### src/rtl/simon_sequence_flasher_pkg.sv
// simon_pkg: definitions shared by the Simon game blocks.
//   state_t     - flasher FSM encoding (IDLE=0, GAP=1, SHOW=2, FINISH=3)
//   CLK_HZ      - board clock frequency
//   DEFAULT_*   - default LED on-time / dark-gap lengths in clock cycles
//   field_width - width of a field able to index n items, never below 1
package simon_pkg;

    typedef enum logic [1:0] {
        ST_IDLE   = 2'd0,
        ST_GAP    = 2'd1,
        ST_SHOW   = 2'd2,
        ST_FINISH = 2'd3
    } state_t;

    localparam int CLK_HZ             = 50_000_000;
    localparam int DEFAULT_ON_CYCLES  = CLK_HZ;       // 1 s lit
    localparam int DEFAULT_OFF_CYCLES = CLK_HZ / 2;   // 0.5 s dark

    // Used for SYM_W = field_width(CHANNELS) and IDX_W = field_width(MAX_LEN).
    function automatic int field_width(input int n);
        return (n <= 1) ? 1 : $clog2(n);
    endfunction

endpackage

### src/rtl/simon_sequence_flasher_if.sv
// simon_sequence_flasher_if: control/data bundle between the game FSM and
// the sequence flasher.
//   master (game FSM): drives start, abort, seq_len, seq_data;
//                      observes led, step_idx, busy, done.
//   slave  (flasher) : the mirror image.
interface simon_sequence_flasher_if
    import simon_pkg::*;
#(
    parameter int CHANNELS = 4,
    parameter int MAX_LEN  = 16
);
    localparam int SYM_W = field_width(CHANNELS);
    localparam int IDX_W = field_width(MAX_LEN);

    logic                     start;
    logic                     abort;
    logic [IDX_W:0]           seq_len;
    logic [MAX_LEN*SYM_W-1:0] seq_data;
    logic [CHANNELS-1:0]      led;
    logic [IDX_W-1:0]         step_idx;
    logic                     busy;
    logic                     done;

    modport master (
        output start, abort, seq_len, seq_data,
        input  led, step_idx, busy, done
    );

    modport slave (
        input  start, abort, seq_len, seq_data,
        output led, step_idx, busy, done
    );

endinterface

### src/rtl/simon_sequence_flasher_interval_timer.sv
// interval_timer: free-running up-counter that restarts at limit-1.
//   clock, reset - rising-edge clock, asynchronous active-high reset
//   clear        - hold the count at 0
//   limit        - interval length in cycles (WIDTH+1 bits so the value
//                  2**WIDTH itself fits)
//   expire       - high for the single cycle in which count = limit-1
// Comparing against limit-1 means the count never needs to reach limit,
// so WIDTH = clog2(longest interval) is enough and it never wraps.
module interval_timer #(
    parameter int WIDTH = 8
) (
    input  logic           clock,
    input  logic           reset,
    input  logic           clear,
    input  logic [WIDTH:0] limit,
    output logic           expire
);
    logic [WIDTH-1:0] count_q;

    assign expire = ({1'b0, count_q} == (limit - 1'b1));

    always_ff @(posedge clock or posedge reset) begin
        if (reset) begin
            count_q <= '0;
        end else if (clear || expire) begin
            count_q <= '0;
        end else begin
            count_q <= count_q + 1'b1;
        end
    end

endmodule

### src/rtl/simon_sequence_flasher.sv
// simon_sequence_flasher: plays a stored Simon sequence on one-hot LEDs.
//   clock, reset - rising-edge clock, asynchronous active-high reset
//   bus (slave)  - start/abort request, seq_len/seq_data snapshot source,
//                  led/step_idx/busy/done status (all registered)
// Each step is OFF_CYCLES dark followed by ON_CYCLES with the step's
// colour lit. done pulses for one cycle after the last step; abort drops
// straight back to IDLE without a done pulse.
module simon_sequence_flasher
    import simon_pkg::*;
#(
    parameter int CHANNELS   = 4,
    parameter int MAX_LEN    = 16,
    parameter int ON_CYCLES  = DEFAULT_ON_CYCLES,
    parameter int OFF_CYCLES = DEFAULT_OFF_CYCLES
) (
    input  logic                      clock,
    input  logic                      reset,
    simon_sequence_flasher_if.slave   bus
);
    localparam int SYM_W = field_width(CHANNELS);
    localparam int IDX_W = field_width(MAX_LEN);
    localparam int TMR_W = field_width((ON_CYCLES > OFF_CYCLES) ? ON_CYCLES : OFF_CYCLES);

    localparam logic [IDX_W:0] MAX_LEN_V = (IDX_W + 1)'(MAX_LEN);
    localparam logic [TMR_W:0] ON_LIMIT  = (TMR_W + 1)'(ON_CYCLES);
    localparam logic [TMR_W:0] OFF_LIMIT = (TMR_W + 1)'(OFF_CYCLES);

    state_t                   state_q, state_d;
    logic [IDX_W:0]           len_q, len_d;
    logic [MAX_LEN*SYM_W-1:0] seq_q, seq_d;
    logic [IDX_W-1:0]         idx_q, idx_d;
    logic [CHANNELS-1:0]      led_q, led_d;
    logic                     busy_q, busy_d;
    logic                     done_q, done_d;

    logic                     timer_clear;
    logic [TMR_W:0]           timer_limit;
    logic                     timer_expire;
    logic [IDX_W:0]           len_clamped;
    logic [SYM_W-1:0]         sym_arr [MAX_LEN];
    logic [SYM_W-1:0]         cur_sym;

    // Unpacked view of the snapshot so a step can be selected by index.
    for (genvar gi = 0; gi < MAX_LEN; gi++) begin : g_sym
        assign sym_arr[gi] = seq_q[gi*SYM_W +: SYM_W];
    end

    assign len_clamped = (bus.seq_len > MAX_LEN_V) ? MAX_LEN_V : bus.seq_len;

    // The timer only runs while a step is in progress; it is held at zero
    // elsewhere so every playback starts with a fresh count.
    assign timer_clear = ((state_q != ST_GAP) && (state_q != ST_SHOW)) || bus.abort;
    assign timer_limit = (state_q == ST_SHOW) ? ON_LIMIT : OFF_LIMIT;

    interval_timer #(.WIDTH(TMR_W)) u_timer (
        .clock  (clock),
        .reset  (reset),
        .clear  (timer_clear),
        .limit  (timer_limit),
        .expire (timer_expire)
    );

    always_comb begin
        state_d = state_q;
        len_d   = len_q;
        seq_d   = seq_q;
        idx_d   = idx_q;

        case (state_q)
            ST_IDLE: begin
                if (bus.start) begin
                    seq_d   = bus.seq_data;
                    len_d   = len_clamped;
                    idx_d   = '0;
                    state_d = (len_clamped == '0) ? ST_FINISH : ST_GAP;
                end
            end
            ST_GAP: begin
                if (timer_expire) begin
                    state_d = ST_SHOW;
                end
            end
            ST_SHOW: begin
                if (timer_expire) begin
                    if ({1'b0, idx_q} == (len_q - 1'b1)) begin
                        state_d = ST_FINISH;
                    end else begin
                        idx_d   = idx_q + 1'b1;
                        state_d = ST_GAP;
                    end
                end
            end
            ST_FINISH: begin
                state_d = ST_IDLE;
            end
            default: begin
                state_d = ST_IDLE;
            end
        endcase

        // Abort overrides everything, including a start seen in IDLE, so
        // no snapshot is taken and step_idx keeps its value.
        if (bus.abort) begin
            state_d = ST_IDLE;
            len_d   = len_q;
            seq_d   = seq_q;
            idx_d   = idx_q;
        end
    end

    // Outputs are decoded from the next state so the registered LEDs line
    // up exactly with the state they describe.
    assign cur_sym = sym_arr[idx_d];

    always_comb begin
        busy_d = (state_d == ST_GAP) || (state_d == ST_SHOW);
        done_d = (state_d == ST_FINISH);
        led_d  = '0;
        for (int c = 0; c < CHANNELS; c++) begin
            // Symbols >= CHANNELS match no bit and leave the LEDs dark.
            led_d[c] = (state_d == ST_SHOW) && (int'(cur_sym) == c);
        end
    end

    always_ff @(posedge clock or posedge reset) begin
        if (reset) begin
            state_q <= ST_IDLE;
            len_q   <= '0;
            seq_q   <= '0;
            idx_q   <= '0;
            led_q   <= '0;
            busy_q  <= 1'b0;
            done_q  <= 1'b0;
        end else begin
            state_q <= state_d;
            len_q   <= len_d;
            seq_q   <= seq_d;
            idx_q   <= idx_d;
            led_q   <= led_d;
            busy_q  <= busy_d;
            done_q  <= done_d;
        end
    end

    assign bus.led      = led_q;
    assign bus.step_idx = idx_q;
    assign bus.busy     = busy_q;
    assign bus.done     = done_q;

endmodule

### src/flat_wrapper.sv
// flat-port wrapper written by rule: the top's interface ports become plain ports
module simon_sequence_flasher_flat import simon_pkg::*;
#(
    parameter int CHANNELS   = 4,
    parameter int MAX_LEN    = 16,
    parameter int ON_CYCLES  = DEFAULT_ON_CYCLES,
    parameter int OFF_CYCLES = DEFAULT_OFF_CYCLES
)
  (clock, reset, bus_start, bus_abort, bus_seq_len, bus_seq_data, bus_led, bus_step_idx, bus_busy, bus_done);
  simon_sequence_flasher_if #(.CHANNELS(CHANNELS), .MAX_LEN(MAX_LEN)) bus_i ();
  input  logic clock;
  input  logic reset;
  input wire logic [$bits(bus_i.start)-1:0] bus_start;
  input wire logic [$bits(bus_i.abort)-1:0] bus_abort;
  input wire logic [$bits(bus_i.seq_len)-1:0] bus_seq_len;
  input wire logic [$bits(bus_i.seq_data)-1:0] bus_seq_data;
  output wire logic [$bits(bus_i.led)-1:0] bus_led;
  output wire logic [$bits(bus_i.step_idx)-1:0] bus_step_idx;
  output wire logic [$bits(bus_i.busy)-1:0] bus_busy;
  output wire logic [$bits(bus_i.done)-1:0] bus_done;
  assign bus_i.start = bus_start;
  assign bus_i.abort = bus_abort;
  assign bus_i.seq_len = bus_seq_len;
  assign bus_i.seq_data = bus_seq_data;
  assign bus_led = bus_i.led;
  assign bus_step_idx = bus_i.step_idx;
  assign bus_busy = bus_i.busy;
  assign bus_done = bus_i.done;
  simon_sequence_flasher #(.CHANNELS(CHANNELS), .MAX_LEN(MAX_LEN), .ON_CYCLES(ON_CYCLES), .OFF_CYCLES(OFF_CYCLES)) u_core (.clock(clock), .reset(reset), .bus(bus_i));
endmodule
### config.mk
export PLATFORM = sky130hd
export DESIGN_NAME = simon_sequence_flasher_flat
export DESIGN_NICKNAME = d
export VERILOG_FILES = /design/src/rtl/simon_sequence_flasher_pkg.sv /design/src/rtl/simon_sequence_flasher_if.sv /design/src/rtl/simon_sequence_flasher_interval_timer.sv /design/src/rtl/simon_sequence_flasher.sv /design/src/flat_wrapper.sv
export SDC_FILE = /design/constraint.sdc
export NUM_CORES = 1
export LEC_CHECK = 0
export CORE_MARGIN = 10
export CORE_UTILIZATION = 40
export CTS_CLUSTER_SIZE = 16
export DETAILED_ROUTE_END_ITERATION = 8
export HOLD_SLACK_MARGIN = 0.1
export PLACE_DENSITY = 0.62
export SETUP_SLACK_MARGIN = 0.02
export SLEW_MARGIN = 20
export SYNTH_ARGS = -nofsm -noshare
export SYNTH_HDL_FRONTEND = slang
export SYNTH_SLANG_ARGS = --single-unit
### constraint.sdc
create_clock -name clock -period 10.2 [get_ports clock]
set_clock_uncertainty 0.15 [all_clocks]
set_input_delay 2.04 -clock clock [delete_from_list [all_inputs] [get_ports clock]]
set_output_delay 2.04 -clock clock [all_outputs]
set_load 0.005 [all_outputs]
; ---- Word-level counts from Yosys, hierarchy flattened
; Index checks and enable logic that the tools add are counted.
[op_classes]
add_sub_neg = 4
mul = 0
div_mod_pow = 0
order_cmp = 2
eq_ne = 13
shift = 0
muxes = 18
bitwise_logic = 2
n_reduce_logical = 12
[op_table]
columns = op, count
row1 = $mux W26, 2
row2 = $eq A26 B27 Y1, 1
row3 = $sub A27 B1 Y27 const B, 1
row4 = $add A26 B1 Y26 const B, 1
row5 = $mux W2, 8
row6 = $mux W4, 4
row7 = $eq A2 B2 Y1 const B, 6
row8 = $bmux W2 S4, 1
row9 = $pmux W2 S4, 1
row10 = $pmux W4 S2, 1
row11 = $eq A2 B1 Y1 const B, 3
row12 = $eq A4 B5 Y1, 1
row13 = $ge A5 B5 Y1 const B, 1
row14 = $gt A5 B5 Y1 const B, 1
row15 = $logic_and A1 B1 Y1, 5
row16 = $logic_not A5 Y1, 1
row17 = $mux W5, 1
row18 = $not A4 Y5, 1
row19 = $sub A5 B1 Y5 const B, 1
row20 = $add A4 B1 Y4 const B, 1
row21 = $logic_not A2 Y1, 2
row22 = $logic_or A1 B1 Y1, 3
row23 = $reduce_and A3 Y1, 1
row24 = $ne A2 B1 Y1 const B, 1
row25 = other kinds (2), 2
[word_totals]
reg_bits = 75
latch_bits = 0
ramBits = 0
mem_bits_ro = 0
out_inout_bits = 10
elab_cells = 59
n_memories = 0

; ---- Logic depth before layout (Yosys ltp)
; Gate-level depths: netlist (run 1).
[logic_depth]
depth_word = 13
depth_mapped = 16

; ---- By module
; Synthesis (run 1) repeated with hierarchy kept, for this count alone.
[unflattened]
hier_cells = 491
hier_area_um2 = 4917.2
[by_module_without_submodules]
columns = mod, n_inst, cells_per_inst, area_each_um2, seq_area_each_um2
row1 = simon_sequence_flasher, 1, 228, 2637.5, 1226.2
row2 = interval_timer, 1, 263, 2279.7, 650.6

; ---- Worst setup path before layout (run 1)
; OpenSTA, ideal clock, no wires.
[synth_path]
kind = input -> register
start = input port bus_start
end = register u_core.led_q[3], in the netlist u_core.bus.led[3]
setup_ps = 120
arrival_ps = 4022
t_required_ps = 9930
path_slack_ps = 5908
cell_stages = 10
path_buffers = 2
cell_sequence = nand2_1 a21o_1 o21ai_0 o21a_1 buf_6 buf_6 mux2_4 o211ai_2 nand4_2 and3_1
[synth_via]
elab_chain_cells = 9
word_cells_on_any_way = 13
cone_classes = eq/ne (2) / mux (9) / bitwise (1) / reduce/logical (1)
[synth_lines]
columns = element, line
row1 = start: declaration, flat_wrapper.sv:13  ; input wire logic [$bits(bus_i.start)-1:0] bus_start;
row2 = $mux W4, simon_sequence_flasher.sv:71  ; if (bus.start) begin
row3 = $pmux W4 S2, simon_sequence_flasher.sv:69  ; case (state_q)
row4 = $mux W4, simon_sequence_flasher.sv:103  ; if (bus.abort) begin
row5 = $not A4 Y5 (implied by the code), simon_sequence_flasher.sv:113  ; assign cur_sym = sym_arr[idx_d];
row6 = $bmux W2 S4, simon_sequence_flasher.sv:113
row7 = $mux W2 (implied by the code) (2 in series), simon_sequence_flasher.sv:113
row8 = $eq A2 B1 Y1, simon_sequence_flasher.sv:121  ; led_d[c] = (state_d == ST_SHOW) && (int'(cur_sym) == c);
row9 = $logic_and A1 B1 Y1 (*), simon_sequence_flasher.sv:121
row10 = via u_core.led_d[3], simon_sequence_flasher.sv:32  ; logic [CHANNELS-1:0] led_q, led_d;
row11 = end signal: assignment, simon_sequence_flasher.sv:139  ; led_q <= led_d;
row12 = end: declaration, simon_sequence_flasher.sv:32
; Mark *: on every way through the listed nets, which the timed path passes. The rest lies on a longest branch. The select of a mux whose other input is x is not followed.
; A chain may end at the register's enable or synchronous reset.

; ---- Worst setup path in the final report (run 1)
; Ends and elaborated chain as after synthesis.

==> out/results.ini, run 1 <==
[pwr]
p_leak_uw=0.00197
seqPwrFrac_pct=42.2
powerDensity_nw_per_um2=224
intPower_uw=707
clkPwrFrac_pct=25.1
combPwrFrac_pct=32.7
peakVddDrop_v=0.000114
power.switching_uw=365
switching_share_pct=34.1

[grt]
grt_max_degree=76
overflow=0
grt_first_pass_wirelength_um=15100
antenna_found_initial=0
grt_pass1_vias=3029
track_usage_pct=12.9

[sta]
setup_viol=0
worstMarginPinSlew_ps=997
fin_crit_sh_pct=49.5
max-slew-margin-rel_pct=33.4
tns_ps=0
hold_viol=0
maxClockFrequency_mhz=198
rsz0062_at_grt=no
timing.hold.ws_ps=345
timing.final.crit_period_ps=5050
maxSlewViolCount=0

[synth]
syn_inst=380
synth.area.mux_share_pct=11.9
ys_warn_count=0
synthAdderAreaFrac_pct=2.51
synth_top_family_by_area=simple AND/OR/NAND/NOR gates
yosys-top-cells-area=dfrtp_1 (47%), mux2_2 (11%), o211ai_1 (4.3%), nor2_1 (3.3%), xor2_1 (3.1%)
synthesis.area_um2=3990
synthArstFlopShare_pct=100
ys_seq_elements=75
yosysTopAreaCell=dfrtp_1
synth_xor_area_share_pct=5.71
avgSynthCellArea_um2=10.5
syn_nets=429
ys_types=49
yosys_most_used_dff=dfrtp_1
synth_top_area_share_pct=47.1
synth_simple_gate_area_share_pct=17.1
ys_seq_area_share_pct=47.1
synth_compound_area_share_pct=10.8
synth-edff-count=0

[detailed_routing]
ant_nets=0
wirelength_um=8870
drc_errors=0
via_per_inst=5.20
dr.pass1.iters=4
avgRoutedWirePerCell_um=15.8
drtIter0Drc=162
vias=2929

[clock_network]
post_cts_resized=0
cts_buffers=9
tritoncts=done
post_cts_buffers=0
ctsHoldBuffers=0
insertion_delay_ps=370
clock_sinks=75
clk_path_buf_depth=2
cts.clk_slew.worst_paths_ps=90
root_buffer=clkbuf_8
h-tree-depth=3

[floorplanning]
die_area_um2=14400
rows=36
initial_core_util_pct=41.0
core_um2=9730
floorplan.io_pins=51
dieHeight_um=120
fp.dieW_um=120

[layout]
nets=474
areaGrowthSynthToFinish_pct=20.1
n_fill_cell=923
drive_gt1_share_pct=15.3
diodes=0

[job]
maxCapViolations=0

[critical_path]
crit_buf_inv=1
startpoint_type=input port
required_ps=10310
cp_slowest_cell=o21ai_0
cpPeakStageDelay_ps=700
crit_type=in2reg
endpoint_kind=flop
critical_path_peak_fanout=17
critPathTopFamily=compound AO/OA/AOI/OAI gates
arrival_ps=5160
crit_chain=clkdlybuf4s50_1 -> nand2_1 -> a21o_1 -> o21ai_0 -> o21a_1 -> mux2_2 -> o211ai_1 -> nand4_2 -> and3_1

[placed_design]
dp_hpwl_um=6440
io_buffers=50
gp_congestion=0.863

[outcome]
status=finished, final reports clean

[hold_path]
min_path_type=reg2reg

==> synthesized netlist by cell type, types with 8 or more instances <==
master	instances
nor2_1	35
mux2_2	39
nand2_1	20
a21oi_1	11
nand3_1	12
dfrtp_1	75
ha_1	8
and3_1	8
xnor2_1	12
clkbuf_1	8
o21ai_0	11
o211ai_1	23
xor2_1	14
inv_1	25
==> kinds of logic (layout without fill, tap and decap cells) <==
family,count (synthesis),after routing
AOI/OAI and AO/OA,63,63
xor gates and xnor gates,26,26
adders and majority gates,8,8
buffers and inverters,42,92
DFF,75,75
muxes,42,42
and+or+nand+nor,124,124
==> sequential cells by signal (all words and copies together), names as in the netlist <==
signal / cells
u_core.seq_q: 32
u_core.bus.busy: 1
u_core.len_q: 5
u_core.state_q: 2
u_core.u_timer.count_q: 26
u_core.bus.step_idx: 4
u_core.bus.done: 1
u_core.bus.led: 4
==> per-stage QoR <==
| step | area, um2 | total power, uW | worst slack, ps | instances | utilization (%) |
|---|---|---|---|---|---|
| after floorplan | 3990 | 702 | 5910 | 380 | - |
| after global placement | 4560 | 802 | 4900 | 547 | 46.9 |
| after detailed placement | 4560 | 811 | 4790 | 547 | 46.9 |
| after CTS | 4790 | 1080 | 5180 | 563 | 49.3 |
| after global routing | 4790 | 1150 | 4890 | 563 | 49.3 |
| final | 4790 | 1070 | 5150 | 563 | 49.3 |
==> final timing paths <==
kind | cells after the start | to | slack (ps) | startpoint
max | 9 | u_core.bus.led[3] | 5150 | bus_start
min | 1 | u_core.u_timer.count_q[0] | 340 | u_core.u_timer.count_q[0]
max reg2reg | 11 | u_core.bus.led[3] | 6260 | u_core.state_q[0]
min reg2reg | 1 | u_core.u_timer.count_q[0] | 340 | u_core.u_timer.count_q[0]
max in group asynchronous | 3 | u_core.seq_q[20] | 7170 | reset
min in group asynchronous | 3 | u_core.bus.step_idx[3] | 2130 | reset
==> metal layers <==
layer,wire length (um),vias to the layer above,global-route usage (%)
li1,-,1444,-
met1,4440,1431,17.3
met2,4020,46,19.2
met3,322,8,3.56
met4,89,0,5.05
met5,0,-,0
==> power groups by stage <==
stage          clock network, uW  logic [uW]  registers [uW]
6_report                     269         351             452
5_1_grt                      291         393             464
4_1_cts                      276         356             452
3_5_place_dp                   0         353             458
3_3_place_gp                   0         342             460
2_1_floorplan                  0         272             429
==> cells in the final DEF, fill, tap and decap left out, types with 2 or more instances in the layout <==
cell             instances
a211o_1                  2
and4_1                   3
nand4b_1                 3
or3_1                    4
or2_2                    2
o2111ai_1                3
ha_1                     8
o21a_1                   3
nand2_1                 20
inv_1                   24
nand3_1                 12
bufinv_16                2
dfrtp_1                 75
or4_1                    2
o211ai_1                23
xor2_1                  14
xnor2_1                 12
and2_1                   2
a211oi_1                 3
nand2b_1                 6
nor4bb_1                 4
nor2b_1                  2
and3_1                   8
nand4_1                  7
inv_6                    3
a21oi_1                 11
nor3_1                   6
nor2_1                  35
clkbuf_8                 9
o21ai_0                 11
clkdlybuf4s50_1         50
mux2_2                  39
==> area by class of cell <==
cell class	instances	area, um2	share of cell area, %
tap	133	166	3.47
inverter	25	93.8	1.96
clock inverter	7	106	2.22
clock buffer	9	124	2.58
sequential	75	1880	39.2
timing repair buffer	51	508	10.6
multi-input combinational	263	1920	40.0
No activity file was read; power rests on OpenSTA's default activity.
==> run 2, diff against run 1 <==
==> constraint.sdc (replaced) <==
create_clock -name clock -period 4.7 [get_ports clock]
set_clock_uncertainty 0.15 [all_clocks]
set_input_delay 0.94 -clock clock [delete_from_list [all_inputs] [get_ports clock]]
set_output_delay 0.94 -clock clock [all_outputs]
set_load 0.005 [all_outputs]
==> run 2 against run 1 <==
Net effect: register-to-register slack lost 5600 ps; routed wire length grew 2.2%; largest cell class unchanged; first-iteration DRC count grew 24%; worst hold slack lost 14 ps; die area is the same; core utilization grew 0.10 points; clock power grew 110%; via count grew 1.0%; cell area grew 0.21%; worst setup slack lost 4500 ps; final cell count grew 0.18%; combinational power grew 120%.
==> out/results.ini, run 2 (synthesized netlist as in run 1, its figures left out) <==
[sta]
worstMarginPinSlew_ps=1040
max-slew-margin-rel_pct=30.3
fin_crit_sh_pct=85.8
timing.hold.ws_ps=331
maxSlewViolCount=0
hold_viol=0
tns_ps=0
timing.final.crit_period_ps=4030
rsz0062_at_grt=no
setup_viol=0
maxClockFrequency_mhz=248

[clock_network]
clk_path_buf_depth=2
tritoncts=done
post_cts_buffers=0
ctsHoldBuffers=0
root_buffer=clkbuf_8
insertion_delay_ps=360
cts.clk_slew.worst_paths_ps=80
cts_buffers=9
clock_sinks=75
post_cts_resized=0
h-tree-depth=3

[grt]
overflow=0
antenna_found_initial=0
grt_first_pass_wirelength_um=15600
track_usage_pct=13.0
grt_pass1_vias=3078
grt_max_degree=56

[layout]
mostFrequentLayoutCells=dfrtp_1 (75), clkdlybuf4s50_1 (50), mux2_2 (39)
nets=475
final_common_cell=dfrtp_1
largest_register_ffs=32
n_fill_cell=912
fin_area_um2=4800
largest_register=u_core.seq_q
reg.largest.list=u_core.seq_q (32), u_core.u_timer.count_q (26), u_core.len_q (5)
areaGrowthSynthToFinish_pct=20.4
diodes=0
drive_gt1_share_pct=15.5

[floorplanning]
floorplan.io_pins=51
core_um2=9730
die_area_um2=14400
initial_core_util_pct=41.0
rows=36
dieHeight_um=120
fp.dieW_um=120

[critical_path]
endpoint_kind=flop
crit_chain=inv_1 -> ha_1 -> and4b_1 -> nand4b_1 -> a211o_1 -> a21oi_2 -> o21a_1 -> mux2_2 -> o2111ai_1 -> nand4_2 -> and3_1
arrival_ps=4130
cpPeakStageDelay_ps=630
startpoint_type=flop
cp_slowest_cell=o21a_1
critical_path_peak_fanout=17
required_ps=4800
crit_type=reg2reg

[detailed_routing]
wl_met1_um=4320
drtIter0Drc=201
route.met2.wl_um=4180
dr.pass1.iters=4
wl_met3_um=432
top_layer=met4
vias=2959
ant_nets=0
wirelength_um=9070
avgRoutedWirePerCell_um=16.1
via_per_inst=5.25
drc_errors=0

[placed_design]
gp_congestion=0.856
postPlaceCellArea_um2=4570
dp_hpwl_um=6590
io_buffers=50

[pwr]
p_leak_uw=0.00198
peakVddDrop_v=0.000250
powerDensity_nw_per_um2=483

[hold_path]
min_path_type=reg2reg

[job]
maxCapViolations=0

[outcome]
status=finished, final reports clean

run 2: area by class of cell:
class                           instances  area [um2]  share of cell area (%)
Multi-Input combinational cell        263        1920                    39.9
Sequential cell                        75        1880                    39.1
Timing Repair Buffer                   52         515                    10.7
Tap cell                              133         166                    3.47
Clock buffer                            9         124                    2.58
Clock inverter                          7         109                    2.27
Inverter                               25        93.8                    1.95
run 2: worst paths after layout:
path	slack (ps)	cells after the start	from	endpoint
worst max-delay path	670	11	u_core.state_q[0]	u_core.bus.led[3]
worst min-delay path	330	1	u_core.u_timer.count_q[0]	u_core.u_timer.count_q[0]
min in group asynchronous	750	2	reset	u_core.seq_q[27]
worst max register to register	670	11	u_core.state_q[0]	u_core.bus.led[3]
worst min register to register	330	1	u_core.u_timer.count_q[0]	u_core.u_timer.count_q[0]
max in group asynchronous	2580	3	reset	u_core.len_q[3]
run 2: metrics by stage:
step | setup slack, ps | instances | power (uW) | util [%]
after detailed placement | 584 | 548 | 1760 | 47.0
final | 666 | 564 | 2320 | 49.4
after floorplan | 1370 | 380 | 1520 | -
after global routing | 415 | 564 | 2500 | 49.4
after global placement | 770 | 548 | 1740 | 47.0
after CTS | 712 | 564 | 2350 | 49.4
run 2: critical path: cells and delay by family, from the launching register on:
kind / cells / cell delay [ps]
AOI/OAI and AO/OA: 4 / 1650
and+or+nand+nor: 4 / 830
muxes: 1 / 420
DFF: 1 / 390
adders and majority gates: 1 / 380
buffers and inverters: 1 / 110
run 2: per-layer routing:
layer,vias to the layer above,global-route usage [%]
met4,0,4.22
li1,1442,-
met2,62,20.0
met1,1440,17.1
met5,-,0
met3,15,4.13
run 2: power breakdown:
group	switching, uW	total, uW	leakage (uW)	internal [uW]
registers	147	985	0.000966	838
clock network	266	575	0.000118	310
logic	372	759	0.000895	387
total	785	2320	0.00198	1530
==> run 3, diff against run 2 <==
--- a/config.mk
+++ b/config.mk
@@ -5,12 +5,12 @@
 export SDC_FILE = /design/constraint.sdc
 export NUM_CORES = 1
 export LEC_CHECK = 0
+export ABC_AREA = 1
 export CORE_MARGIN = 10
 export CORE_UTILIZATION = 40
 export CTS_CLUSTER_SIZE = 16
 export DETAILED_ROUTE_END_ITERATION = 8
 export HOLD_SLACK_MARGIN = 0.1
-export PLACE_DENSITY = 0.62
 export SETUP_SLACK_MARGIN = 0.02
 export SLEW_MARGIN = 20
 export SYNTH_ARGS = -nofsm -noshare
==> run 3 against run 2 <==
Net effect: critical path depth increased by 5; worst hold slack lost 13 ps; non-clock buffer count up 2; synthesized area up 4.7%; flip-flop and latch count stayed put.
==> out/results.ini, run 3 <==
[critical_path]
critical_path_peak_fanout=20
endpoint_kind=flop
arrival_ps=3310
startpoint_type=flop
crit_type=reg2reg
required_ps=4840

[floorplanning]
floorplan.io_pins=51
core_um2=10200
initial_core_util_pct=40.8
dieHeight_um=122
rows=37
fp.dieW_um=122
die_area_um2=14900

[synth]
synthesis.area_um2=4180
ys_seq_elements=75
ys_warn_count=0
syn_inst=568
netlist_top_cells_count=nand2_1 (188), dfrtp_1 (75), nand3_1 (71), nor2_1 (62), inv_1 (50)
yosys_most_used_dff=dfrtp_1
synth-edff-count=0
synth.most_common_cell=nand2_1
syn_nets=617
yosys-top-cells-area=dfrtp_1 (45%), nand2_1 (17%), nand3_1 (8.5%), nor2_1 (5.6%), inv_1 (4.5%)
synth_top_area_share_pct=44.9
synthArstFlopShare_pct=100
avgSynthCellArea_um2=7.36
yosysTopAreaCell=dfrtp_1
ys_types=40
ys_seq_area_share_pct=44.9

[sta]
fin_crit_sh_pct=67.6
rsz0062_at_grt=no
setup_ws_ps=1520
setup_viol=0
maxSlewViolCount=0
worstMarginPinSlew_ps=836
max-slew-margin-rel_pct=44.2
timing.final.crit_period_ps=3180
hold_viol=0
maxClockFrequency_mhz=315
tns_ps=0

[detailed_routing]
dr.pass1.iters=4
wirelength_um=10200
drc_errors=0
vias=3715
ant_nets=0
drtIter0Drc=211
avgRoutedWirePerCell_um=13.5
via_per_inst=4.91

[job]
maxCapViolations=0

[clock_network]
clk_path_buf_depth=2
post_cts_resized=0
clock_sinks=75
insertion_delay_ps=360
tritoncts=done
h-tree-depth=3
ctsHoldBuffers=0
post_cts_buffers=0
cts.clk_slew.worst_paths_ps=80
root_buffer=clkbuf_8
cts_buffers=9

[pwr]
powerDensity_nw_per_um2=444
combPwrFrac_pct=31.9
clkPwrFrac_pct=25.5
intPower_uw=1430
switching_share_pct=35.7
p_leak_uw=0.00236
total_power_uw=2220
peakVddDrop_v=0.000190
power.switching_uw=793
seqPwrFrac_pct=42.6

[grt]
grt_first_pass_wirelength_um=17900
track_usage_pct=14.7
antenna_found_initial=0
overflow=0
grt_max_degree=42
grt_pass1_vias=3731

[outcome]
status=finished, final reports clean

[layout]
largest_register=u_core.seq_q
nets=665
final_common_cell=nand2_1
largest_register_ffs=32
drive_gt1_share_pct=6.92
reg.largest.list=u_core.seq_q (32), u_core.u_timer.count_q (26), u_core.len_q (5)
mostFrequentLayoutCells=nand2_1 (188), dfrtp_1 (75), nand3_1 (71)
post-route-util_pct=49.0
diodes=0
areaGrowthSynthToFinish_pct=19.9
stdcell_count=757

[placed_design]
io_buffers=50
dpl.cell_count=741
pre_cts_ws_ps=1400
dp_hpwl_um=7740
gp_congestion=0.909

[hold_path]
min_path_type=reg2reg

run 3: power by group through the flow:
stage	logic, uW	registers (uW)	clock network, uW
floorplan	534	915	0
global route	839	971	614
finish	709	947	568
detailed placement	715	961	0
global placement	697	964	0
CTS	718	950	581
run 3: logic make-up after synthesis:
kind of cell             count (synthesis)  synth area share, %
flip-flops                              75                 44.9
AO/OA/AOI/OAI                           37                 5.15
buffers and inverters                   76                 7.61
AND/OR/NAND/NOR                        358                 37.0
XOR/XNOR                                14                 2.93
adder cells (fa/ha/maj)                  8                 2.40
run 3: critical path: stages, from the launching register on:
cell and delay [ps]:
dfrtp_1 420, inv_1 110, ha_1 490, inv_2 200, nor2_1 340, nor2_1 90
inv_1 100, o21ai_2 90, nand2_2 260, nand2_4 210, inv_4 120, nand2_1 60
nand3_1 80, nand3_1 90, nand3_1 90, nand2_1 80, nor2_1 120
run 3: worst paths after layout:
kind                       slack (ps)  cells after the start                   endpoint                 startpoint
setup / recovery                 1520                     16          u_core.bus.led[3]          u_core.state_q[0]
hold / removal                    320                      1  u_core.u_timer.count_q[0]  u_core.u_timer.count_q[0]
setup reg to reg                 1520                     16          u_core.bus.led[3]          u_core.state_q[0]
hold reg to reg                   320                      1  u_core.u_timer.count_q[0]  u_core.u_timer.count_q[0]
max in group asynchronous        2710                      3           u_core.seq_q[14]                      reset
min in group asynchronous         920                      2            u_core.seq_q[5]                      reset
run 3: final cells by class:
| type | instances | area (um2) |
|---|---|---|
| Inverter | 59 | 224 |
| Clock inverter | 5 | 85.1 |
| Sequential cell | 75 | 1880 |
| Fill cell | 1034 | 5220 |
| Multi-Input combinational cell | 417 | 1980 |
| Clock buffer | 11 | 141 |
| Timing Repair Buffer | 54 | 531 |
| Tap cell | 136 | 170 |
run 3: per-layer routing:
layer / GRT usage [%] / share of wire (%) / routed length [um]
met5: 0 / 0 / 0
met1: 20.4 / 49 / 4980
met3: 4.21 / 5.1 / 517
met2: 21.8 / 45 / 4560
met4: 4.64 / 1.5 / 150
run 3: through the flow:
step                cell area, um2  hold slack (ps)
floorplan                     4180              283
global placement              4780              304
detailed placement            4780              314
CTS                           5010              324
global route                  5010              362
finish                        5010              318
